`src/rtl/shift_scheduler.sv`:
```
`default_nettype none
// ============================================================================
// Module      : shift_scheduler
// Description : Two-requester round-robin front end sharing one iterative
//               shift/rotate engine that moves one bit position per clock.
// Revision    : 1.0 - initial release
// ============================================================================
module shift_scheduler (
   input  logic       clk,
   input  logic       nrst,
   input  logic       req_valid0,
   input  logic       req_valid1,
   output logic       req_ready0,
   output logic       req_ready1,
   input  logic [7:0] req_i0,
   input  logic [7:0] req_i1,
   input  logic [3:0] req_n0,
   input  logic [3:0] req_n1,
   input  logic       req_ar0,
   input  logic       req_ar1,
   input  logic       req_lr0,
   input  logic       req_lr1,
   input  logic       req_rot0,
   input  logic       req_rot1,
   output logic [7:0] o,
   output logic       o_tag,
   output logic       o_valid,
   input  logic       o_ready,
   output logic       busy
);

   localparam logic [1:0] ST_IDLE  = 2'd0;
   localparam logic [1:0] ST_SHIFT = 2'd1;
   localparam logic [1:0] ST_DONE  = 2'd2;

   logic [1:0] state_q, state_d;
   logic       last_q;     // requester served most recently
   logic [3:0] cnt_q;      // remaining single-bit steps
   logic [7:0] work_q;     // word being shifted
   logic       ar_q, lr_q, rot_q;
   logic       tag_q;      // requester owning the operation in flight
   logic [7:0] o_q;
   logic       o_tag_q;

   logic       grant0, grant1, hs, sel;
   logic [7:0] sel_i;
   logic [3:0] sel_n, sel_steps;
   logic       sel_ar, sel_lr, sel_rot;
   logic [7:0] step_val;

   // Round-robin arbitration: on conflict, favour whoever was not served last
   always_comb begin
      grant0 = 1'b0;
      grant1 = 1'b0;
      if (state_q == ST_IDLE && nrst) begin
         if (req_valid0 && req_valid1) begin
            grant0 = last_q;
            grant1 = ~last_q;
         end else begin
            grant0 = req_valid0;
            grant1 = req_valid1;
         end
      end
      hs      = grant0 | grant1;
      sel     = grant1;
      sel_i   = sel ? req_i1   : req_i0;
      sel_n   = sel ? req_n1   : req_n0;
      sel_ar  = sel ? req_ar1  : req_ar0;
      sel_lr  = sel ? req_lr1  : req_lr0;
      sel_rot = sel ? req_rot1 : req_rot0;
      // Rotation wraps modulo the word width; shifts saturate at full clear
      if (sel_rot)
         sel_steps = {1'b0, sel_n[2:0]};
      else if (sel_n > 4'd8)
         sel_steps = 4'd8;
      else
         sel_steps = sel_n;
   end

   // One-position step of the latched operation
   always_comb begin
      step_val = work_q;
      if (rot_q)
         step_val = lr_q ? {work_q[6:0], work_q[7]} : {work_q[0], work_q[7:1]};
      else if (lr_q)
         step_val = {work_q[6:0], 1'b0};
      else
         step_val = {(ar_q & work_q[7]), work_q[7:1]};
   end

   // State register
   always_ff @(posedge clk or negedge nrst) begin
      if (!nrst)
         state_q <= ST_IDLE;
      else
         state_q <= state_d;
   end

   // Next-state logic
   always_comb begin
      state_d = ST_IDLE;
      case (state_q)
         ST_IDLE: begin
            if (hs)
               state_d = (sel_steps == 4'd0) ? ST_DONE : ST_SHIFT;
            else
               state_d = ST_IDLE;
         end
         ST_SHIFT: state_d = (cnt_q == 4'd1) ? ST_DONE : ST_SHIFT;
         ST_DONE:  state_d = o_ready ? ST_IDLE : ST_DONE;
         default:  state_d = ST_IDLE;
      endcase
   end

   // Outputs decoded from state; readiness comes straight from the arbiter
   always_comb begin
      req_ready0 = grant0;
      req_ready1 = grant1;
      o_valid    = (state_q == ST_DONE);
      busy       = (state_q != ST_IDLE);
      o          = o_q;
      o_tag      = o_tag_q;
   end

   // Operand capture, iteration and result publication
   always_ff @(posedge clk or negedge nrst) begin
      if (!nrst) begin
         last_q  <= 1'b1;
         cnt_q   <= 4'd0;
         work_q  <= 8'h00;
         ar_q    <= 1'b0;
         lr_q    <= 1'b0;
         rot_q   <= 1'b0;
         tag_q   <= 1'b0;
         o_q     <= 8'h00;
         o_tag_q <= 1'b0;
      end else if (hs) begin
         last_q <= sel;
         cnt_q  <= sel_steps;
         work_q <= sel_i;
         ar_q   <= sel_ar;
         lr_q   <= sel_lr;
         rot_q  <= sel_rot;
         tag_q  <= sel;
         // Zero-step operations publish the operand unchanged right away
         if (sel_steps == 4'd0) begin
            o_q     <= sel_i;
            o_tag_q <= sel;
         end
      end else if (state_q == ST_SHIFT) begin
         work_q <= step_val;
         cnt_q  <= cnt_q - 4'd1;
         if (cnt_q == 4'd1) begin
            o_q     <= step_val;
            o_tag_q <= tag_q;
         end
      end
   end

endmodule
`default_nettype wire
```
`config.mk`:
```
export PLATFORM = sky130hd
export DESIGN_NAME = shift_scheduler
export DESIGN_NICKNAME = d
export VERILOG_FILES = /design/src/rtl/shift_scheduler.sv
export SDC_FILE = /design/constraint.sdc
export NUM_CORES = 1
export LEC_CHECK = 0
export BUFFER_PORTS_ARGS = -buffer_cell sky130_fd_sc_hd__buf_4
export CAP_MARGIN = 10
export CORE_MARGIN = 2
export CORE_UTILIZATION = 40
export DETAILED_ROUTE_END_ITERATION = 8
export GPL_ROUTABILITY_DRIVEN = 0
export PLACE_DENSITY = 0.64
export SETUP_SLACK_MARGIN = 0.2
export SLEW_MARGIN = 25
export SYNTH_ARGS = -nofsm -noshare
export SYNTH_HDL_FRONTEND = slang
export SYNTH_SLANG_ARGS = --single-unit
```
`constraint.sdc`:
```
create_clock -name clk -period 2.4 [get_ports clk]
set_input_delay 0.12 -clock clk [delete_from_list [all_inputs] [get_ports clk]]
set_output_delay 0.12 -clock clk [all_outputs]
set_load 0.03 [all_outputs]
```
==> results of run 1 <==
==> logic make-up (layout without fill, tap and decap cells) <==
family,Yosys count,after routing,synth area share (%)
XOR/XNOR,2,2,1.12
AO/OA/AOI/OAI,36,36,15.0
flip-flops,28,28,44.8
adder cells (fa/ha/maj),2,2,1.60
AND/OR/NAND/NOR,55,55,16.5
buffers and inverters,12,67,3.19
multiplexers,26,26,17.8
==> sequential cells by signal, indices dropped and copies added, names as in the netlist <==
| register | cells |
|---|---|
| lr_q | 1 |
| tag_q | 1 |
| work_q | 8 |
| cnt_q | 4 |
| last_q | 1 |
| ar_q | 1 |
| o_tag | 1 |
| state_q | 2 |
| o | 8 |
| rot_q | 1 |
==> final cells by class <==
type	count	share of cell area, %
multi-input cells	121	38.7
flip-flops and latches	28	33.3
repair buffers	55	20.3
well taps	48	2.85
clock buffers	3	1.96
inverters	8	1.54
clock inverters	1	1.42
==> worst paths after layout <==
| check | start | slack, ns | to | depth (start not counted) |
|---|---|---|---|---|
| worst max-delay path | last_q | 0.35 | o[4] | 7 |
| worst min-delay path | o_ready | 0.03 | state_q[1] | 2 |
| worst max register to register | last_q | 0.35 | o[4] | 7 |
| worst min register to register | last_q | 0.49 | last_q | 2 |
| max in group asynchronous | nrst | 1.32 | o[6] | 3 |
| min in group asynchronous | nrst | 0.44 | rot_q | 2 |
==> cells in the mapped netlist, types with 2 or more instances <==
| master | n | share of area (%) |
|---|---|---|
| a21oi_1 | 12 | 3.8 |
| a31oi_1 | 9 | 3.6 |
| buf_2 | 2 | 0.64 |
| clkbuf_1 | 2 | 0.48 |
| dfrtp_1 | 27 | 43 |
| ha_1 | 2 | 1.6 |
| inv_1 | 6 | 1.4 |
| mux2_2 | 11 | 7.9 |
| mux2i_1 | 14 | 8.9 |
| nand2_1 | 26 | 6.2 |
| nand2b_1 | 2 | 0.80 |
| nand3_1 | 2 | 0.64 |
| nor2_1 | 14 | 3.4 |
| nor2b_1 | 2 | 0.80 |
| nor4_1 | 3 | 1.2 |
| o21ai_0 | 6 | 1.9 |
==> per-layer routing <==
layer / global-route usage, % / routed length, um
met2: 31.5 / 1890
met3: 5.07 / 204
met1: 24.9 / 1740
met4: 7.14 / 59
met5: 0 / 0
==> cell usage in the layout, fill, tap and decap left out, drive strengths merged, types with 2 or more instances in the layout <==
cell    count
buf        54
dfrtp      27
nand2      27
nor2       14
mux2i      14
a21oi      12
mux2       12
a31oi       9
inv         7
o21ai       6
nor4        3
clkbuf      3
nand2b      2
nand3       2
nor2b       2
ha          2
nor3b       2
a22oi       2
==> repair_timing <==
action,4_1_cts,5_1_grt
hold buffers,1,0
setup buffers,0,1
hold endpoints to repair,28,0
endpoints found under the setup margin,0,8
resized for setup,0,0
==> stage by stage <==
step / area, um2 / hold WS [ns] / instances / power, W / worst slack (ns)
5_1_grt: 2110 / 0.0226 / 264 / 0.00292 / 0.213
4_1_cts: 2090 / 0.0258 / 263 / 0.00270 / 0.246
3_3_place_gp: 2010 / -0.0102 / 258 / 0.00227 / 0.332
6_report: 2110 / 0.0316 / 264 / 0.00270 / 0.347
2_1_floorplan: 1570 / -0.176 / 161 / 0.00185 / 0.251
3_5_place_dp: 2010 / -0.00792 / 258 / 0.00233 / 0.285
==> power by group through the flow <==
stage,Clock (W),Sequential [W],Combinational (W)
2_1_floorplan,0,0.00102,0.000836
3_3_place_gp,0,0.000924,0.00135
3_5_place_dp,0,0.000935,0.00139
4_1_cts,0.000375,0.000928,0.00140
5_1_grt,0.000396,0.000969,0.00156
6_report,0.000370,0.000929,0.00141
==> summary.md, run 1 <==
| Metric | Value |
|---|---|
| Slew Limit Fails | `0` |
| RSZ-0062 raised after global routing | `false` |
| CTS Buf Count | `3` |
| Crit path max-delay family | `multiplexers` |
| DRT iter0 DRCs | `57` |
| Net Sw Frac | `42.1%` |
| GRT Overall Usage | `19.4%` |
| Fillers | `331` |
| CTS H-tree lvls | `1` |
| Top Ports | `48` |
| Area grow syn2layout | `34.6%` |
| Site row count | `22` |
| CP startpoint kind | `register` |
| Syn_area_per_cell | `9.74 um2` |
| CP Capture Type | `register` |
| Fin util | `56.8%` |
| Seq pwr share | `34.3%` |
| Antenna violations before repair | `0` |
| Max VDD drop | `0.641 mV` |
| Lkg Pwr | `1.05 nW` |
| Logic pwr share | `52.0%` |
| Remaining global-route overflow | `0` |
| Post-synthesis net count | `198` |
| Total number of vias | `1351` |
| Psw | `0.00114 W` |
| Post-DP HPWL | `3.06 mm` |
| Final period utilization | `85.5%` |
| Crit path max fanout | `10` |
| Buffers added on ports | `47` |
| Outcome | `finished, final reports clean` |
| Clock Path Buffers | `2` |
| Clk root buf | `clkbuf_8` |
| Worst-Margin Slew | `0.688 ns` |
| Die height | `66.6 um` |
| Number of global-route vias before repair | `1335` |
| DRC | `0` |
| CTS tree | `yes` |
| Crit Path Category | `register to register` |
| Clock power frac | `13.7%` |
| CTS clk-pin slew, worst paths | `0.10 ns` |
| Setup Total Neg Slack | `0 ns` |
| Critical path cell sequence | `a21boi_2 -> nand2_4 -> inv_4 -> mux2_4 -> a22oi_4 -> buf_12 -> mux2_2` |
| Fin crit period | `2.05 ns` |
| Register area | `702 um2` |
| Int Power | `0.00157 W` |
| Post-Synthesis Cells | `161` |
| Sequential fraction of the synthesis area | `44.8%` |
| Worst hold path class | `input port to register` |
| Die span in x | `66.6 um` |
| Critical-path top delay cell | `dfstp_2` |
| EDFF count, synth | `0` |
| Syn Std Cell Area | `0.00157 mm2` |
| Synth async-reset ratio | `100%` |
| FMAX | `487 MHz` |
| Max-Cap Viols | `0` |
| Final Hold Fails | `0` |
| Final nets | `254` |
| Post-synth top flop | `dfrtp_1` |
| Worst slew margin | `54.0%` |
| Clock sink total | `28` |
| Worst path arrival time | `2.21 ns` |
| Routed length per instance | `14.8 um` |
| Final Skew | `0.00244 ns` |
| WP data required | `2.56 ns` |
| Yosys reg bits | `28` |
| Ant diodes | `0` |
| Initial core utilization | `42.2%` |
| First-pass GRT wire length | `6.36 mm` |
| Synth warn | `0` |
| Bufs and invs on worst path | `2` |
| Largest incremental delay on the critical path | `0.39 ns` |
| Footprint of the multi-input gates | `816 um2` |
| Routed WL | `3.90 mm` |
| PwrDens | `1280 mW/mm2` |
| Setup Viol. Count Final | `0` |
| Vias per std cell | `5.12` |
| Routed Antenna Nets | `0` |
| Pin count of the biggest net entering global routing | `17` |
| Clock Latency Late Sink | `0.27 ns` |
| Die area | `0.00444 mm2` |
| Proportion of layout cells with a drive suffix above 1 | `35.6%` |
| Core Region | `0.00372 mm2` |
| Drt first pass iters | `5` |
| Cell variety after synth | `37` |
No activity file was read; power rests on OpenSTA's default activity.
==> inputs of run 2 (changes only) <==
- BUFFER_PORTS_ARGS: -buffer_cell sky130_fd_sc_hd__buf_4 -> -buffer_cell sky130_fd_sc_hd__buf_2
- CORE_MARGIN: 2 -> 5
==> summary.md, run 2 (synthesized netlist as in run 1, its figures left out) <==
| Metric | Value |
|---|---|
| Outcome | `finished, final reports clean (unchanged)` |
| Bufs and invs on worst path | `3 (was 2)` |
| Reg-to-reg critical path startpoint | `state_q[1] (was last_q)` |
| CP startpoint kind | `input port (was register)` |
| Post-Layout Cell Count | `267 (was 264)` |
| DRT iter0 DRCs | `55 (was 57)` |
| Area grow syn2layout | `27.9% (was 34.6%)` |
| Die height | `72.6 um (was 66.6 um)` |
| DP Area | `0.00190 mm2 (was 0.00201 mm2)` |
| Setup crit end | `o[4] (unchanged)` |
| Clock Latency Late Sink | `0.27 ns (about the same)` |
| Final WS setup | `0.280 ns (was 0.347 ns)` |
| CTS tree | `yes (unchanged)` |
| DRC | `0 (unchanged)` |
| Die area | `0.00527 mm2 (was 0.00444 mm2)` |
| Buffers added on ports | `47 (unchanged)` |
| Routed WL | `3.92 mm (was 3.90 mm)` |
| Worst hold path class | `input port to register (unchanged)` |
| Slew Limit Fails | `0 (unchanged)` |
| CTS H-tree lvls | `1 (unchanged)` |
| Top Ports | `48 (unchanged)` |
| Max VDD drop | `0.559 mV (was 0.641 mV)` |
| FMAX | `472 MHz (was 487 MHz)` |
| Critical-path top delay cell | `dlygate4sd3_1 (was dfstp_2)` |
| Largest incremental delay on the critical path | `0.52 ns (was 0.39 ns)` |
| Ant diodes | `0 (unchanged)` |
| WP data required | `2.56 ns (about the same)` |
| Die span in x | `72.6 um (was 66.6 um)` |
| Clk root buf | `clkbuf_8 (unchanged)` |
| Post-DP HPWL | `2.92 mm (was 3.06 mm)` |
| Proportion of layout cells with a drive suffix above 1 | `37.0% (was 35.6%)` |
| Lkg Pwr | `1.02 nW (was 1.05 nW)` |
| Fin util | `54.0% (was 56.8%)` |
| PwrDens | `1260 mW/mm2 (was 1280 mW/mm2)` |
| Critical path cell sequence | `dlygate4sd3_1 -> buf_2 -> nor3b_4 -> nand2_4 -> inv_8 -> mux2_4 -> a22oi_2 -> mux2_2 (was a21boi_2 -> nand2_4 -> inv_4 -> mux2_4 -> a22oi_4 -> buf_12 -> mux2_2)` |
| Critical path depth | `8 (was 7)` |
| Reg2reg end | `o[4] (unchanged)` |
| GRT Overall Usage | `15.3% (was 19.4%)` |
| Crit Path Category | `input port to register (was register to register)` |
| Worst slew margin | `53.0% (was 54.0%)` |
| Setup Viol. Count Final | `0 (unchanged)` |
| Worst-Margin Slew | `0.703 ns (was 0.688 ns)` |
| CTS Buf Count | `3 (unchanged)` |
| Initial core utilization | `42.2% (unchanged)` |
| First-pass GRT wire length | `6.33 mm (was 6.36 mm)` |
| Fillers | `363 (was 331)` |
| R2R depth | `6 (was 7)` |
| Final Skew | `0.00189 ns (was 0.00244 ns)` |
| Routed length per instance | `14.7 um (was 14.8 um)` |
| Final Cell Area | `0.00201 mm2 (was 0.00211 mm2)` |
| Remaining global-route overflow | `0 (unchanged)` |
| CP Capture Type | `register (unchanged)` |
| Drt first pass iters | `4 (was 5)` |
| CTS clk-pin slew, worst paths | `0.09 ns (was 0.10 ns)` |
| Crit path max fanout | `15 (was 10)` |
| Total number of vias | `1328 (was 1351)` |
| Worst Setup Slack post-DPL | `0.236 ns (was 0.285 ns)` |
| Max-Cap Viols | `0 (unchanged)` |
| Worst path arrival time | `2.28 ns (was 2.21 ns)` |
| Final nets | `257 (was 254)` |
| Setup Total Neg Slack | `0 ns (unchanged)` |
| R2r setup slk | `0.29 ns (was 0.35 ns)` |
| Commonest cells after routing, fill and taps aside | `buf_2, dfrtp_1, nand2_1 (was buf_4, dfrtp_1, nand2_1)` |
| Final period utilization | `88.3% (was 85.5%)` |
| Inst Count DP | `259 (was 258)` |
| Routed Antenna Nets | `0 (unchanged)` |
| Fin crit period | `2.12 ns (was 2.05 ns)` |
| Site row count | `22 (unchanged)` |
| Clock Path Buffers | `2 (unchanged)` |
| RSZ-0062 raised after global routing | `true (was false)` |
| Crit path max-delay family | `buffers and inverters (was multiplexers)` |
| Vias per std cell | `4.97 (was 5.12)` |
| Pin count of the biggest net entering global routing | `30 (was 17)` |
| Antenna violations before repair | `0 (unchanged)` |
| Clock sink total | `28 (unchanged)` |
| Core Region | `0.00372 mm2 (unchanged)` |
| Final Hold Fails | `0 (unchanged)` |
| Most common cell after layout, fill and taps aside | `buf_2 (was buf_4)` |
| Crit path launch | `nrst (was last_q)` |
| Number of global-route vias before repair | `1302 (was 1335)` |
[run 2: timing repair]
| item | CTS | global route |
|---|---|---|
| resized for setup | 0 | 6 |
| endpoints found under the hold margin | 27 | 0 |
| endpoints found under the setup margin | 0 | 10 |
| hold buffers | 1 | 0 |
| setup buffers | 0 | 2 |
[run 2: worst min-delay path by stage]
| stage | start | end | cells past startpoint |
|---|---|---|---|
| 5_1_grt | o_ready | state_q[1] | 2 |
| 3_3_place_gp | nrst | rot_q | 2 |
| 2_1_floorplan | nrst | ar_q | 0 |
| 6_report | o_ready | state_q[1] | 2 |
| 4_1_cts | o_ready | state_q[1] | 2 |
| 3_5_place_dp | nrst | rot_q | 2 |
[run 2: routing by layer]
metal	share of wire [%]	track usage [%]	vias up	wire length, um
li1	-	-	697	-
met1	48	22.5	607	1870
met2	47	22.8	22	1840
met3	4.9	3.17	2	191
met4	0.46	3.69	0	18
met5	0	0	-	0
[run 2: area by class of cell]
class / count / area, um2 / area share, %
repair buffers: 57 / 317 / 15.8
well taps: 48 / 60.1 / 2.99
flip-flops and latches: 28 / 702 / 35.0
inverters: 8 / 37.5 / 1.87
clock buffers: 4 / 45.0 / 2.25
multi-input cells: 122 / 845 / 42.1
[run 2: metrics by stage]
| step | power (W) | hold WS [ns] |
|---|---|---|
| floorplan | 0.00185 | -0.176 |
| global placement | 0.00223 | 0.196 |
| detailed placement | 0.00223 | 0.185 |
| CTS | 0.00250 | 0.0240 |
| global route | 0.00274 | 0.0414 |
| finish | 0.00253 | 0.0343 |
[run 2: report_power, final]
| part | internal (W) | switching (W) |
|---|---|---|
| clock network | 0.000119 | 0.000139 |
| registers | 0.000723 | 0.000207 |
| logic | 0.000561 | 0.000781 |
| total | 0.00140 | 0.00113 |
==> inputs of run 3 (changes only) <==
- GPL_TIMING_DRIVEN: unset -> 0
- PLACE_DENSITY: 0.64 -> 0.69
- clock period: 2.4 -> 1.89 ns (I/O delays scaled with it)
==> summary.md, run 3 (synthesized netlist as in run 1, its figures left out) <==
| Metric | Value |
|---|---|
| Outcome | `finished, violations left (was finished, final reports clean)` |
| Failing checks | `setup timing` |
| Fin Hold WS | `0.0733 ns (was 0.0343 ns)` |
| Setup Total Neg Slack | `-0.799 ns (was 0 ns)` |
| Final nets | `274 (was 257)` |
| GRT Overall Usage | `17.5% (was 15.3%)` |
| Max-Cap Viols | `0 (unchanged)` |
| Logic pwr share | `59.2% (was 53.0%)` |
| Area grow syn2layout | `57.6% (was 27.9%)` |
| Crit path max fanout | `5 (was 15)` |
| Final WS setup | `-0.117 ns (was 0.280 ns)` |
| Lkg Pwr | `1.20 nW (was 1.02 nW)` |
| Proportion of layout cells with a drive suffix above 1 | `50.0% (was 37.0%)` |
| Crit Path Category | `register to register (was input port to register)` |
| Clock Path Buffers | `2 (unchanged)` |
| Tot Pwr | `0.00403 W (was 0.00253 W)` |
| CP Capture Type | `register (unchanged)` |
| PwrDens | `1630 mW/mm2 (was 1260 mW/mm2)` |
| DRT iter0 DRCs | `82 (was 55)` |
| CTS Buf Count | `3 (unchanged)` |
| Clock Latency Late Sink | `0.29 ns (was 0.27 ns)` |
| Final period utilization | `106%` |
| Setup Viol. Count Final | `10 (was 0)` |
| Max VDD drop | `0.830 mV (was 0.559 mV)` |
| Remaining global-route overflow | `0 (unchanged)` |
| Buffers added on ports | `47 (unchanged)` |
| Worst hold path class | `input port to register (unchanged)` |
| CP startpoint kind | `register (was input port)` |
| Core Region | `0.00372 mm2 (unchanged)` |
| Psw | `0.00173 W (was 0.00113 W)` |
| Seq pwr share | `28.6% (was 36.8%)` |
| Routed Antenna Nets | `0 (unchanged)` |
| CTS clk-pin slew, worst paths | `0.10 ns (was 0.09 ns)` |
| Routed length per instance | `17.5 um (was 14.7 um)` |
| Routed WL | `4.96 mm (was 3.92 mm)` |
| DRC | `0 (unchanged)` |
| Worst-Margin Slew | `0.577 ns (was 0.703 ns)` |
| Die area | `0.00527 mm2 (unchanged)` |
| Clk root buf | `clkbuf_8 (unchanged)` |
| Total number of vias | `1537 (was 1328)` |
| RSZ-0062 raised after global routing | `true (unchanged)` |
| Slew Limit Fails | `0 (unchanged)` |
| Clock sink total | `28 (unchanged)` |
| Pin count of the biggest net entering global routing | `28 (was 30)` |
| Fin util | `66.5% (was 54.0%)` |
| Worst path arrival time | `2.18 ns (was 2.28 ns)` |
| WP data required | `2.07 ns (was 2.56 ns)` |
| First-pass GRT wire length | `7.14 mm (was 6.33 mm)` |
| FMAX | `498 MHz` |
| Clock power frac | `12.1% (was 10.2%)` |
| Net Sw Frac | `43.0% (was 44.5%)` |
| Commonest cells after routing, fill and taps aside | `buf_2, dfrtp_1, nand2_1 (unchanged)` |
| R2r setup slk | `-0.12 ns (was 0.29 ns)` |
| Final Hold Fails | `0 (unchanged)` |
| Ant diodes | `0 (unchanged)` |
| Drt first pass iters | `5 (was 4)` |
| Most common cell after layout, fill and taps aside | `buf_2 (unchanged)` |
| Die height | `72.6 um (unchanged)` |
| Antenna violations before repair | `0 (unchanged)` |
| Vias per std cell | `5.41 (was 4.97)` |
| CTS tree | `yes (unchanged)` |
| Initial core utilization | `42.2% (unchanged)` |
| Site row count | `22 (unchanged)` |
| Final Skew | `0.00532 ns (was 0.00189 ns)` |
| CTS H-tree lvls | `1 (unchanged)` |
| Post-DP HPWL | `2.94 mm (was 2.92 mm)` |
| Worst slew margin | `61.1% (was 53.0%)` |
| Die span in x | `72.6 um (unchanged)` |
| Number of global-route vias before repair | `1474 (was 1302)` |
| Top Ports | `48 (unchanged)` |
| Fin crit period | `2.01 ns` |
| Int Power | `0.00230 W (was 0.00140 W)` |
[run 3: cell types whose count changed in the layout (fill, tap and decap cells not counted), sizes merged]
cell,change
a22oi,-1
buf,+14
bufinv,+1
clkbuf,+2
clkinv,+1
dlygate4sd3,+1
inv,-1
[run 3: timing repair]
item                                    in CTS  in global routing
hold buffers                                 3                  0
endpoints found under the hold margin       28                  0
cloned                                       0                  1
gates resized for setup                     19                 53
pin swaps                                    4                 13
setup buffers                               12                  8
endpoints found under the setup margin      25                 25
[run 3: routing by layer]
layer  GRT usage [%]  vias to the layer above  part of all wire [%]
met4            7.58                        0                   1.5
met5               0                        -                     0
met2            27.0                       54                    50
met1            25.0                      755                    44
met3            1.79                        5                   4.4
li1                -                      723                     -
[run 3: final timing paths]
check                      cells past startpoint          to  startpoint
max                                            7        o[7]  state_q[0]
min                                            3        ar_q     req_ar1
max reg2reg                                    7        o[7]  state_q[0]
min reg2reg                                    2      last_q      last_q
max in group asynchronous                      3  state_q[1]        nrst
min in group asynchronous                      2      last_q        nrst
[run 3: worst max-delay path: stages, from the launching register on]
cell and delay (ns):
dfrtp_1 0.44, nor3b_4 0.27, nand2_4 0.09, clkinv_4 0.07, mux2_4 0.31, a22oi_4 0.23, clkbuf_16 0.19, mux2_4 0.29
[run 3: power groups by stage]
stage	clock, W	combinational, W	sequential (W)
after floorplan	0	0.00107	0.00129
after global placement	0	0.00164	0.00114
after detailed placement	0	0.00167	0.00114
after CTS	0.000494	0.00189	0.00113
after global routing	0.000509	0.00258	0.00119
final	0.000488	0.00239	0.00115
[run 3: cell type report]
cell class | instances | area (um2)
buffer | 4 | 50.0
clock buffer | 3 | 41.3
clock inverter | 1 | 30.0
fill | 285 | 1240
inverter | 8 | 40.0
multi-input combinational | 121 | 1030
sequential | 28 | 703
tap | 48 | 60.1
timing repair buffer | 71 | 512
[run 3: metrics by stage]
stage,std cells,instance area (um2),worst slack [ns]
final,284,2470,-0.117
after global routing,284,2470,-0.174
after CTS,275,2160,-0.121
after detailed placement,256,1870,-0.819
after global placement,256,1870,-0.801
after floorplan,161,1570,-0.213
